==> config.mk <==
export PLATFORM = sky130hd
export DESIGN_NAME = mem_access_unit_flat
export DESIGN_NICKNAME = d
export VERILOG_FILES = /design/src/rtl/mem_access_unit_if.sv /design/src/rtl/mem_access_unit.sv /design/src/flat_wrapper.sv
export SDC_FILE = /design/constraint.sdc
export NUM_CORES = 1
export LEC_CHECK = 0
export ABC_AREA = 1
export CORE_MARGIN = 8
export CORE_UTILIZATION = 40
export CTS_CLUSTER_DIAMETER = 50
export DETAILED_ROUTE_END_ITERATION = 10
export SYNTH_ARGS = -nofsm -noshare
export SYNTH_HDL_FRONTEND = slang
export SYNTH_SLANG_ARGS = --single-unit
export TNS_END_PERCENT = 30
==> constraint.sdc <==
create_clock -name clk -period 4.2 [get_ports clk]
set_input_delay 0.84 -clock clk [delete_from_list [all_inputs] [get_ports clk]]
set_output_delay 0.84 -clock clk [all_outputs]
set_load 0.01 [all_outputs]
==> src/rtl/mem_access_unit_if.sv <==
// Control-unit side bus of mem_access_unit: request handshake, interrupt lines and readback.
// parity_err exists only when MEM_PARITY_EN is defined.
interface mem_access_unit_if #(
    parameter int unsigned DATA_WIDTH = 8,
    parameter int unsigned ADDR_WIDTH = 3
);
    logic                  req;
    logic                  we;
    logic [ADDR_WIDTH-1:0] addr;
    logic [DATA_WIDTH-1:0] wdata;
    logic                  INT;
    logic                  int_ack;
    logic                  busy;
    logic                  ready;
    logic [DATA_WIDTH-1:0] busC;
    logic                  vec_valid;
    logic                  int_pending;
`ifdef MEM_PARITY_EN
    logic                  parity_err;
`endif

    modport master (
        output req, we, addr, wdata, INT, int_ack,
`ifdef MEM_PARITY_EN
        input  parity_err,
`endif
        input  busy, ready, busC, vec_valid, int_pending
    );

    modport slave (
        input  req, we, addr, wdata, INT, int_ack,
`ifdef MEM_PARITY_EN
        output parity_err,
`endif
        output busy, ready, busC, vec_valid, int_pending
    );
endinterface

==> src/rtl/mem_access_unit.sv <==
// Single-port RAM behind MAR/MDR with wait-stated req/ready access and interrupt-vector fetch.
// Optional per-word even parity when MEM_PARITY_EN is defined.
module mem_access_unit #(
    parameter int unsigned           DATA_WIDTH      = 8,
    parameter int unsigned           ADDR_WIDTH      = 3,
    parameter int unsigned           WAIT_STATES     = 2,
    parameter logic [ADDR_WIDTH-1:0] INT_VECTOR_ADDR = '0
) (
    input logic              clk,
    input logic              rst,
    mem_access_unit_if.slave bus
);
    localparam int unsigned Depth    = 2 ** ADDR_WIDTH;
    localparam logic [3:0]  WaitLoad = (WAIT_STATES == 0) ? 4'd0 : 4'(WAIT_STATES - 1);
`ifdef MEM_PARITY_EN
    localparam int unsigned WordWidth = DATA_WIDTH + 1;
`else
    localparam int unsigned WordWidth = DATA_WIDTH;
`endif

    typedef enum logic [2:0] {
        StIdle,
        StAccess,
        StDone,
        StVecAccess,
        StVecDone
    } state_e;

    state_e                state_q;
    logic [ADDR_WIDTH-1:0] mar_q;
    logic [DATA_WIDTH-1:0] mdr_q;
    logic [DATA_WIDTH-1:0] busc_q;
    logic                  we_q;
    logic [3:0]            wait_q;
    logic                  ready_q;
    logic                  vec_valid_q;
    logic                  busy_q;
    logic                  int_pending_q;
    logic                  vec_owed_q;
    logic                  int_prev_q;

    logic [WordWidth-1:0]  mem [Depth];
    logic [WordWidth-1:0]  rword;
    logic [WordWidth-1:0]  wword;
    logic [DATA_WIDTH-1:0] rdata;
    logic                  int_set;
    logic                  vec_due;

    assign rword = mem[mar_q];

`ifdef MEM_PARITY_EN
    logic parity_err_q;
    logic perr;

    assign wword = {^mdr_q, mdr_q};
    assign rdata = rword[DATA_WIDTH-1:0];
    // Stored parity makes the whole word even, so any odd reduction is corruption.
    assign perr  = ^rword;
    assign bus.parity_err = parity_err_q;
`else
    assign wword = mdr_q;
    assign rdata = rword;
`endif

    // Edges while an interrupt is already pending are dropped; a fresh edge is served
    // in the same IDLE cycle it is seen, ahead of any req.
    assign int_set = bus.INT & ~int_prev_q & ~int_pending_q;
    assign vec_due = vec_owed_q | int_set;

    always_ff @(posedge clk) begin
        if (!rst && state_q == StDone && we_q) begin
            mem[mar_q] <= wword;
        end
    end

    always_ff @(posedge clk) begin
        if (rst) begin
            state_q       <= StIdle;
            mar_q         <= '0;
            mdr_q         <= '0;
            busc_q        <= '0;
            we_q          <= 1'b0;
            wait_q        <= '0;
            ready_q       <= 1'b0;
            vec_valid_q   <= 1'b0;
            busy_q        <= 1'b0;
            int_pending_q <= 1'b0;
            vec_owed_q    <= 1'b0;
            int_prev_q    <= 1'b0;
`ifdef MEM_PARITY_EN
            parity_err_q  <= 1'b0;
`endif
        end else begin
            int_prev_q  <= bus.INT;
            ready_q     <= 1'b0;
            vec_valid_q <= 1'b0;
`ifdef MEM_PARITY_EN
            parity_err_q <= 1'b0;
`endif

            if (int_set) begin
                int_pending_q <= 1'b1;
            end else if (bus.int_ack) begin
                int_pending_q <= 1'b0;
            end

            if (state_q == StIdle && vec_due) begin
                vec_owed_q <= 1'b0;
            end else if (int_set) begin
                vec_owed_q <= 1'b1;
            end

            unique case (state_q)
                StIdle: begin
                    if (vec_due) begin
                        mar_q   <= INT_VECTOR_ADDR;
                        wait_q  <= WaitLoad;
                        busy_q  <= 1'b1;
                        state_q <= (WAIT_STATES == 0) ? StVecDone : StVecAccess;
                    end else if (bus.req) begin
                        mar_q   <= bus.addr;
                        mdr_q   <= bus.wdata;
                        we_q    <= bus.we;
                        wait_q  <= WaitLoad;
                        busy_q  <= 1'b1;
                        state_q <= (WAIT_STATES == 0) ? StDone : StAccess;
                    end
                end
                StAccess: begin
                    if (wait_q == 4'd0) begin
                        state_q <= StDone;
                    end else begin
                        wait_q <= wait_q - 4'd1;
                    end
                end
                StVecAccess: begin
                    if (wait_q == 4'd0) begin
                        state_q <= StVecDone;
                    end else begin
                        wait_q <= wait_q - 4'd1;
                    end
                end
                StDone: begin
                    if (!we_q) begin
                        mdr_q  <= rdata;
                        busc_q <= rdata;
`ifdef MEM_PARITY_EN
                        parity_err_q <= perr;
`endif
                    end
                    ready_q <= 1'b1;
                    busy_q  <= 1'b0;
                    state_q <= StIdle;
                end
                StVecDone: begin
                    busc_q      <= rdata;
                    vec_valid_q <= 1'b1;
`ifdef MEM_PARITY_EN
                    parity_err_q <= perr;
`endif
                    busy_q      <= 1'b0;
                    state_q     <= StIdle;
                end
                default: begin
                    busy_q  <= 1'b0;
                    state_q <= StIdle;
                end
            endcase
        end
    end

    assign bus.busy        = busy_q;
    assign bus.ready       = ready_q;
    assign bus.busC        = busc_q;
    assign bus.vec_valid   = vec_valid_q;
    assign bus.int_pending = int_pending_q;
endmodule

==> src/flat_wrapper.sv <==
// flat-port wrapper written by rule: the top's interface ports become plain ports
module mem_access_unit_flat 
#(
    parameter int unsigned           DATA_WIDTH      = 8,
    parameter int unsigned           ADDR_WIDTH      = 3,
    parameter int unsigned           WAIT_STATES     = 2,
    parameter logic [ADDR_WIDTH-1:0] INT_VECTOR_ADDR = '0
)
  (clk, rst, bus_req, bus_we, bus_addr, bus_wdata, bus_INT, bus_int_ack, bus_busy, bus_ready, bus_busC, bus_vec_valid, bus_int_pending);
  mem_access_unit_if #(.DATA_WIDTH(DATA_WIDTH), .ADDR_WIDTH(ADDR_WIDTH)) bus_i ();
  input logic clk;
  input logic rst;
  input wire logic [$bits(bus_i.req)-1:0] bus_req;
  input wire logic [$bits(bus_i.we)-1:0] bus_we;
  input wire logic [$bits(bus_i.addr)-1:0] bus_addr;
  input wire logic [$bits(bus_i.wdata)-1:0] bus_wdata;
  input wire logic [$bits(bus_i.INT)-1:0] bus_INT;
  input wire logic [$bits(bus_i.int_ack)-1:0] bus_int_ack;
  output wire logic [$bits(bus_i.busy)-1:0] bus_busy;
  output wire logic [$bits(bus_i.ready)-1:0] bus_ready;
  output wire logic [$bits(bus_i.busC)-1:0] bus_busC;
  output wire logic [$bits(bus_i.vec_valid)-1:0] bus_vec_valid;
  output wire logic [$bits(bus_i.int_pending)-1:0] bus_int_pending;
  assign bus_i.req = bus_req;
  assign bus_i.we = bus_we;
  assign bus_i.addr = bus_addr;
  assign bus_i.wdata = bus_wdata;
  assign bus_i.INT = bus_INT;
  assign bus_i.int_ack = bus_int_ack;
  assign bus_busy = bus_i.busy;
  assign bus_ready = bus_i.ready;
  assign bus_busC = bus_i.busC;
  assign bus_vec_valid = bus_i.vec_valid;
  assign bus_int_pending = bus_i.int_pending;
  mem_access_unit #(.DATA_WIDTH(DATA_WIDTH), .ADDR_WIDTH(ADDR_WIDTH), .WAIT_STATES(WAIT_STATES), .INT_VECTOR_ADDR(INT_VECTOR_ADDR)) u_core (.clk(clk), .rst(rst), .bus(bus_i));
endmodule
Word-level counts from Yosys, hierarchy flattened
Memories as Yosys holds them, arrays and structs flattened. A register that Yosys moved wholly into a read port is not among the register bits.
Cells that the tools add are included.
{ "word_totals": {"ramBits": 64, "out_inout_bits": 12, "ff_bits": 33, "n_memories": 1} }
{ "op_classes": {"reduce_logical": 20, "n_addsub": 1, "bitwise": 7, "n_mux": 27, "n_eq_ne": 11} }
{ "memory_table": {"columns": ["memory", "words", "word_bits", "rd", "rd_ports_with_merged_regs", "write_ports", "line_no", "text"], "rows": [
  ["u_core.mem", 8, 8, 1, 1, 1, "mem_access_unit.sv:42", "logic [WordWidth-1:0] mem [Depth];"]
]} }
{ "op_table": {"columns": ["operator", "count"], "rows": [
  ["$pmux 8 s2", 2],
  ["$mux 3", 8],
  ["$mux 8", 3],
  ["$mux 4", 3],
  ["$reduce_bool 2->1", 5],
  ["$pmux 3 s3", 1],
  ["$reduce_and 3->1", 3],
  ["$mux 1", 8],
  ["$ne 2x2->1 const B", 4],
  ["$pmux 4 s2", 1],
  ["$eq 3x2->1 const B", 2],
  ["$reduce_and 2->1", 3],
  ["$logic_not 4->1", 1],
  ["$ne 2x1->1 const B", 2],
  ["$not 1->1", 4],
  ["$reduce_and 4->1", 1],
  ["$reduce_or 2->1", 2],
  ["$sub 4x1->4 const B", 1],
  ["$eq 3x1->1 const B", 1],
  ["$eq 3x3->1 const B", 1],
  ["$logic_and 1x1->1", 3],
  ["$logic_not 3->1", 1],
  ["$ne 3x2->1 const B", 1],
  ["$and 1x1->1", 2],
  ["3 further kinds", 3]
]} }

Longest topological paths before layout
Gate-level depths: netlist (run 1).
{ "depth": {"depth_word": 8, "mapped_depth": 9, "depth_no_buf": 8} }

Least setup slack after synthesis (run 1)
No wires, ideal clock.
{ "synth_timing": {"path_type": "input -> register", "start": "input port rst", "end": "memory u_core.mem[4][0] (netlist bit) (enable)", "cell_stages": 4, "slack_ns": 1.888, "path_buffers": 1, "arrival_time_ns": 1.929, "required_time_ns": 3.817, "path_cell_list": "buf_2 > nor3_1 > nand2_1 > nor3_1"} }
{ "synth_between": {"elab_chain_len": 5} }
{ "synth_rtl": {"columns": ["item", "line_no", "text"], "rows": [
  ["from (decl)", "flat_wrapper.sv:12", "input logic rst;"],
  ["$logic_not 1->1", "mem_access_unit.sv:71", "if (!rst && state_q == StDone && we_q) begin"],
  ["$logic_and 1x1->1 (2 in series)", "mem_access_unit.sv:71", null],
  ["$mux 1", "mem_access_unit.sv:71", null],
  ["$mux 1 (implied by the code)", "mem_access_unit.sv:72", "mem[mar_q] <= wword;"],
  ["to (decl)", "mem_access_unit.sv:42", null]
]} }
Every way passes these cells.

Final worst setup path (run 1)
{ "layout_timing": {"start": "input port rst", "end": "memory u_core.mem[7][5] (netlist bit) (enable)"} }
The elaborated chain is that of the path after synthesis.

==> results of run 1 <==
[cell families (layout without fill, tap and decap cells)]
| group | Yosys count | count (layout) |
|---|---|---|
| AND/OR/NAND/NOR | 251 | 251 |
| adder cells (fa/ha/maj) | 2 | 2 |
| flip-flops | 100 | 100 |
| AO/OA/AOI/OAI | 42 | 42 |
| buffers and inverters | 76 | 108 |
[power by group through the flow]
stage,combinational (W),clock (W),sequential (W)
2_1_floorplan,0.000541,0,0.00137
3_3_place_gp,0.000733,0,0.00145
3_5_place_dp,0.000741,0,0.00146
4_1_cts,0.000743,0.000619,0.00144
5_1_grt,0.000847,0.000654,0.00145
6_report,0.000739,0.000605,0.00143
[metrics by stage]
| stage | hold WS [ps] | util | power, W | setup slack [ps] |
|---|---|---|---|---|
| after CTS | 474.5 | 0.4677 | 0.002796 | 1475 |
| after floorplan | 462.3 | - | 0.001910 | 1888 |
| after global placement | 456.7 | 0.4491 | 0.002183 | 1179 |
| after global routing | 519.6 | 0.4677 | 0.002952 | 1283 |
| final | 472.2 | 0.4677 | 0.002773 | 1486 |
| after detailed placement | 458.5 | 0.4491 | 0.002197 | 1083 |
[sequential cells by signal, indices dropped and copies added (netlist names), 3 cells and up, named ones only]
name,flops
u_core.bus.busC,8
u_core.mar_q,3
u_core.mdr_q,8
u_core.mem,64
u_core.state_q,3
u_core.wait_q,4
[synthesized netlist by cell type (3+ instances only)]
library cell / number / area [sq um]
a21oi_1: 26 / 130.1
buf_2: 7 / 35.03
buf_4: 3 / 22.52
dfxtp_1: 36 / 720.7
edfxtp_1: 64 / 1922
inv_1: 56 / 210.2
inv_2: 3 / 11.26
nand2_1: 162 / 608.1
nand3_1: 48 / 240.2
nor2_1: 23 / 86.33
nor2_2: 3 / 18.77
nor3_1: 6 / 30.03
o21ai_0: 11 / 55.05
[layer usage]
layer  track usage  routed length (microns)
met3       0.03543                      466
met4       0.04137                      170
met2        0.2223                     4396
met1        0.1827                     4455
met5             0                        0
[worst max-delay path by stage]
stage / slack, ps / end / depth (start not counted)
2_1_floorplan: 1890 / u_core.mem[4][0] / 4
3_5_place_dp: 1080 / u_core.mem[7][2] / 5
3_3_place_gp: 1180 / u_core.mem[7][3] / 5
5_1_grt: 1280 / u_core.mem[7][2] / 5
4_1_cts: 1470 / u_core.mem[7][2] / 5
6_report: 1490 / u_core.mem[7][5] / 5
[final cells by class]
class	instances	area, sq um	share of cell area
repair buffers	33	317.8	0.06553
clock inverters	6	65.06	0.01342
well taps	136	170.2	0.03509
clock buffers	10	127.6	0.02632
multi-input cells	295	1305	0.2691
inverters	59	221.5	0.04567
flip-flops and latches	100	2643	0.5449
[critical path: stages]
cell and delay [ps]:
clkdlybuf4s50_1 390, buf_4 190, nor3_1 290, nand2_1 190, nor3_1 800
==> impl_metrics.py, run 1 <==
metrics = {
    "place": {
        "numPortBuffers": 28,
        "placed_area_sq_mm": 0.004657,
        "place_congestion": 0.7860,
        "dp_cells": 623,
        "hpwlAfterDp_microns": 6672,
    },
    "worst_setup_path": {
        "arrival_ps": 2700,
        "crit_fanout": 18,
        "ff2ff_path_depth": 4,
        "r2r_start": "u_core.state_q[1]",
        "critPathRequiredTime_ps": 4190,
        "crit_path_end_kind": "flop",
        "worst_setup_path_start_kind": "input pin",
        "critPathKind": "in2reg",
        "r2r_setup_slack_ps": 1810,
        "reg2reg_to": "u_core.mem[7][5]",
        "startpoint": "rst",
    },
    "synth": {
        "syn_nets": 490,
        "yosysUniqueCellTypes": 28,
        "synth_flop_cell": "edfxtp_1",
        "ys_ff_latch": 100,
        "synth_warnings": 0,
        "yosysSeqAreaShare": 0.6175,
        "ys_async_sr_fraction": 0,
        "synthMuxAreaShare": 0,
        "synthSimpleGateAreaFrac": 0.2462,
        "syn_inst": 471,
        "synth_compound_area_frac": 0.05292,
        "synth-edff-count": 64,
        "yosys.area_share.adder": 0.005848,
        "synth_top_family_by_area": "simple AND/OR/NAND/NOR gates",
        "synth_xor_xnor_area_share": 0,
        "avgSynthCellArea_sq_um": 9.085,
        "synth_area_sq_mm": 0.004279,
    },
    "sta": {
        "fin_tns_setup_ps": 0,
        "setup_viol": 0,
        "rsz0062_at_grt": "false",
        "worstMarginPinSlew_ps": 1002,
        "hold_viol_final": 0,
        "slew_headroom": 0.3268,
        "finalMaxSlewViolations": 0,
        "fin_crit_sh": 0.6461,
        "skew_ps": 9.002,
        "max_freq_mhz": 368.5,
        "post-route-min-period_ps": 2714,
    },
    "min_path": {
        "hold_end": "u_core.bus.busy",
        "whs_path_depth": 2,
        "hp-start": "u_core.bus.busy",
        "hold_path_class": "reg2reg",
    },
    "routing": {
        "drc": 0,
        "vias": 3109,
        "first_pass_iters": 5,
        "ant_nets": 0,
        "wirelength_microns": 9487,
        "detail_route.iter0.violations": 219,
        "vias_per_cell": 4.865,
        "routedWlPerCell_microns": 14.85,
    },
    "die": {
        "die_w_microns": 119.4,
        "dieArea_sq_mm": 0.01426,
        "rows": 37,
        "core-area_sq_mm": 0.01037,
        "ioPinCount": 29,
        "die_height_microns": 119.4,
        "initial_utilization": 0.4126,
    },
    "outcome": {
        "outcome": "finished, final reports clean",
    },
    "clocking": {
        "hold_buffers": 0,
        "postCtsSetupBuffers": 0,
        "clock_sinks": 100,
        "cts_tree": "done",
        "clock_latency_ps": 360,
        "cts_root_buf": "clkbuf_8",
        "clkSlewWorstSetupHoldPaths_ps": 90,
        "cts_buffers": 9,
        "cts_resized": 0,
        "clk_path_buf_depth": 2,
        "cts_max_level": 3,
    },
    "final_layout": {
        "stdcell_count": 639,
        "areaGrowthSynthToFinish_pct": 13.33,
        "nets": 517,
        "final_cell_mix": "nand2_1 (162), edfxtp_1 (64), inv_1 (56)",
        "stdcell_area_sq_mm": 0.004850,
        "insertedDiodeCount": 0,
        "drive_above_1_share": 0.07157,
        "fillers": 1027,
        "mostFrequentLayoutCell": "nand2_1",
    },
    "grt": {
        "grt_pass1_wl_microns": 15610,
        "grt_overflow": 0,
        "grt_pass1_vias": 3092,
        "grt_start_max_net_pins": 34,
        "antenna_found_initial": 0,
        "track_usage": 0.1392,
    },
    "power_and_ir_drop": {
        "clkPwrFrac": 0.218,
        "switchingPower_w": 0.0009793,
        "leakage_nw": 2.007,
        "p_per_area_mw_per_mm2": 571.7,
        "intPower_w": 0.001793,
        "swShare": 0.3532,
        "power_frac_comb": 0.266,
        "p_seq_frac": 0.516,
        "ir_worst_vdd_mv": 0.2991,
    },
    "flow_run": {
        "cap_violations": 0,
    },
}
Note: power is estimated with default switching activity, not from simulation.
==> run 2, diff against run 1 <==
Clock period 4.2 ns to 2.28 ns, I/O delays scaled along.
==> impl_metrics.py, run 2 (synthesis gave the netlist of run 1 again) <==
metrics = {
    "sta": {
        "setup_viol": 0,
        "fin_tns_setup_ps": 0,
        "worstMarginPinSlew_ps": 612.0,
        "max_freq_mhz": 574.3,
        "skew_ps": 12.53,
        "finalMaxSlewViolations": 0,
        "hold_viol_final": 0,
        "rsz0062_at_grt": "false",
        "post-route-min-period_ps": 1741,
        "fin_crit_sh": 0.7637,
        "slew_headroom": 0.5915,
    },
    "power_and_ir_drop": {
        "switchingPower_w": 0.001816,
        "clkPwrFrac": 0.208,
        "swShare": 0.3604,
        "power_frac_comb": 0.273,
        "p_seq_frac": 0.519,
        "intPower_w": 0.003223,
        "ir_worst_vdd_mv": 0.7896,
        "leakage_nw": 2.045,
        "finalPower_w": 0.005039,
        "p_per_area_mw_per_mm2": 1030,
    },
    "routing": {
        "vias_per_cell": 4.676,
        "first_pass_iters": 5,
        "drc": 0,
        "vias": 3021,
        "routedWlPerCell_microns": 14.30,
        "wirelength_microns": 9236,
        "ant_nets": 0,
        "detail_route.iter0.violations": 202,
    },
    "final_layout": {
        "stdcell_area_sq_mm": 0.004891,
        "seqCellArea_sq_mm": 0.002643,
        "drive_above_1_share": 0.08824,
        "final_cell_mix": "nand2_1 (162), edfxtp_1 (64), inv_1 (56)",
        "mostFrequentLayoutCell": "nand2_1",
        "nets": 524,
        "regMostFlops": "u_core.mem",
        "fillers": 1002,
        "areaGrowthSynthToFinish_pct": 14.30,
        "largest_register_ffs": 64,
        "insertedDiodeCount": 0,
        "multiInputGateArea_sq_mm": 0.001305,
    },
    "worst_setup_path": {
        "r2r_setup_slack_ps": 630,
        "path_cells": "clkdlybuf4s50_1",
        "crit_path_end_kind": "output port",
        "endpoint": "bus_busC[4]",
        "critPathKind": "reg2out",
        "cp_slowest_stage_delay_ps": 550,
        "critPathRequiredTime_ps": 1820,
        "worst_setup_path_start_kind": "flop",
        "r2r_start": "u_core.state_q[1]",
        "ff2ff_path_depth": 5,
        "crit_family": "buffers and inverters",
        "cp.depth": 1,
        "cp_num_buf_inv": 1,
        "startpoint": "u_core.bus.busC[4]",
        "arrival_ps": 1290,
        "cpMaxStageDelayCell": "clkdlybuf4s50_1",
        "reg2reg_to": "u_core.mem[7][1]",
        "crit_fanout": 2,
    },
    "grt": {
        "antenna_found_initial": 0,
        "grt-busiest-layer": "met2",
        "use_met3": 0.02692,
        "grt_pass1_vias": 3059,
        "gr-usage-met1": 0.1753,
        "grt_start_max_net_pins": 33,
        "grt_use_met2": 0.2220,
        "track_usage": 0.1371,
        "grt_pass1_wl_microns": 15450,
        "grt_overflow": 0,
    },
    "die": {
        "dieArea_sq_mm": 0.01426,
        "die_w_microns": 119.4,
        "initial_utilization": 0.4126,
        "ioPinCount": 29,
        "die_height_microns": 119.4,
        "rows": 37,
        "core-area_sq_mm": 0.01037,
    },
    "clocking": {
        "clkSlewWorstSetupHoldPaths_ps": 100,
        "cts_root_buf": "clkbuf_8",
        "hold_buffers": 0,
        "postCtsSetupBuffers": 0,
        "cts_resized": 0,
        "clk_path_buf_depth": 2,
        "cts_max_level": 3,
        "cts_buffers": 9,
        "clock_latency_ps": 370,
        "clock_sinks": 100,
        "cts_tree": "done",
    },
    "place": {
        "place_congestion": 0.8320,
        "numPortBuffers": 28,
        "placed_area_sq_mm": 0.004710,
        "hpwlAfterDp_microns": 6669,
    },
    "outcome": {
        "outcome": "finished, final reports clean",
    },
    "min_path": {
        "hold_path_class": "reg2reg",
    },
    "flow_run": {
        "cap_violations": 0,
    },
}
-- run 2: cell count changes in the layout (fill, tap and decap cells not counted) --
| cell | change |
|---|---|
| buf_4 | +7 |
| bufinv_16 | -1 |
| clkbuf_1 | -1 |
| clkinv_1 | -1 |
| clkinv_2 | +1 |
| clkinv_4 | +1 |
| clkinvlp_4 | -1 |
| inv_6 | +1 |
| inv_8 | +1 |
-- run 2: per-layer routing --
layer  routed length, microns  vias to the layer above
met5                        0                        -
met4                      206                        0
met3                      515                       14
met2                     4282                       74
met1                     4232                     1351
li1                         -                     1582
-- run 2: how the worst min path moves through the flow --
stage                    start               to  slack (ps)  cells after the start
2_1_floorplan  u_core.mar_q[2]             flop         460                      2
3_3_place_gp   u_core.bus.busy  u_core.bus.busy         460                      2
3_5_place_dp   u_core.bus.busy  u_core.bus.busy         460                      2
4_1_cts        u_core.bus.busy  u_core.bus.busy         480                      2
5_1_grt        u_core.bus.busy  u_core.bus.busy         510                      2
6_report       u_core.bus.busy  u_core.bus.busy         470                      2
-- run 2: area by class of cell --
cell class	instances	area share
clock buffer	9	0.02533
clock inverter	7	0.01177
inverter	59	0.04528
multi-input combinational	295	0.2668
sequential	100	0.5403
tap	136	0.03479
timing repair buffer	40	0.07572
-- run 2: power by group through the flow --
| stage | Combinational [W] | Clock, W | Sequential [W] |
|---|---|---|---|
| after floorplan | 0.000997 | 0 | 0.00252 |
| final | 0.00138 | 0.00105 | 0.00262 |
| after global placement | 0.00137 | 0 | 0.00267 |
| after detailed placement | 0.00138 | 0 | 0.00267 |
| after CTS | 0.00139 | 0.00108 | 0.00263 |
| after global routing | 0.00158 | 0.00115 | 0.00267 |
-- run 2: through the flow --
stage	util	worst slack, ps	instances	hold slack, ps
floorplan	-	351.5	471	462.3
global route	0.4716	485.0	646	511.1
detailed placement	0.4542	198.6	630	455.5
finish	0.4716	538.8	646	467.5
CTS	0.4716	515.2	646	475.0
global placement	0.4542	219.1	630	456.2
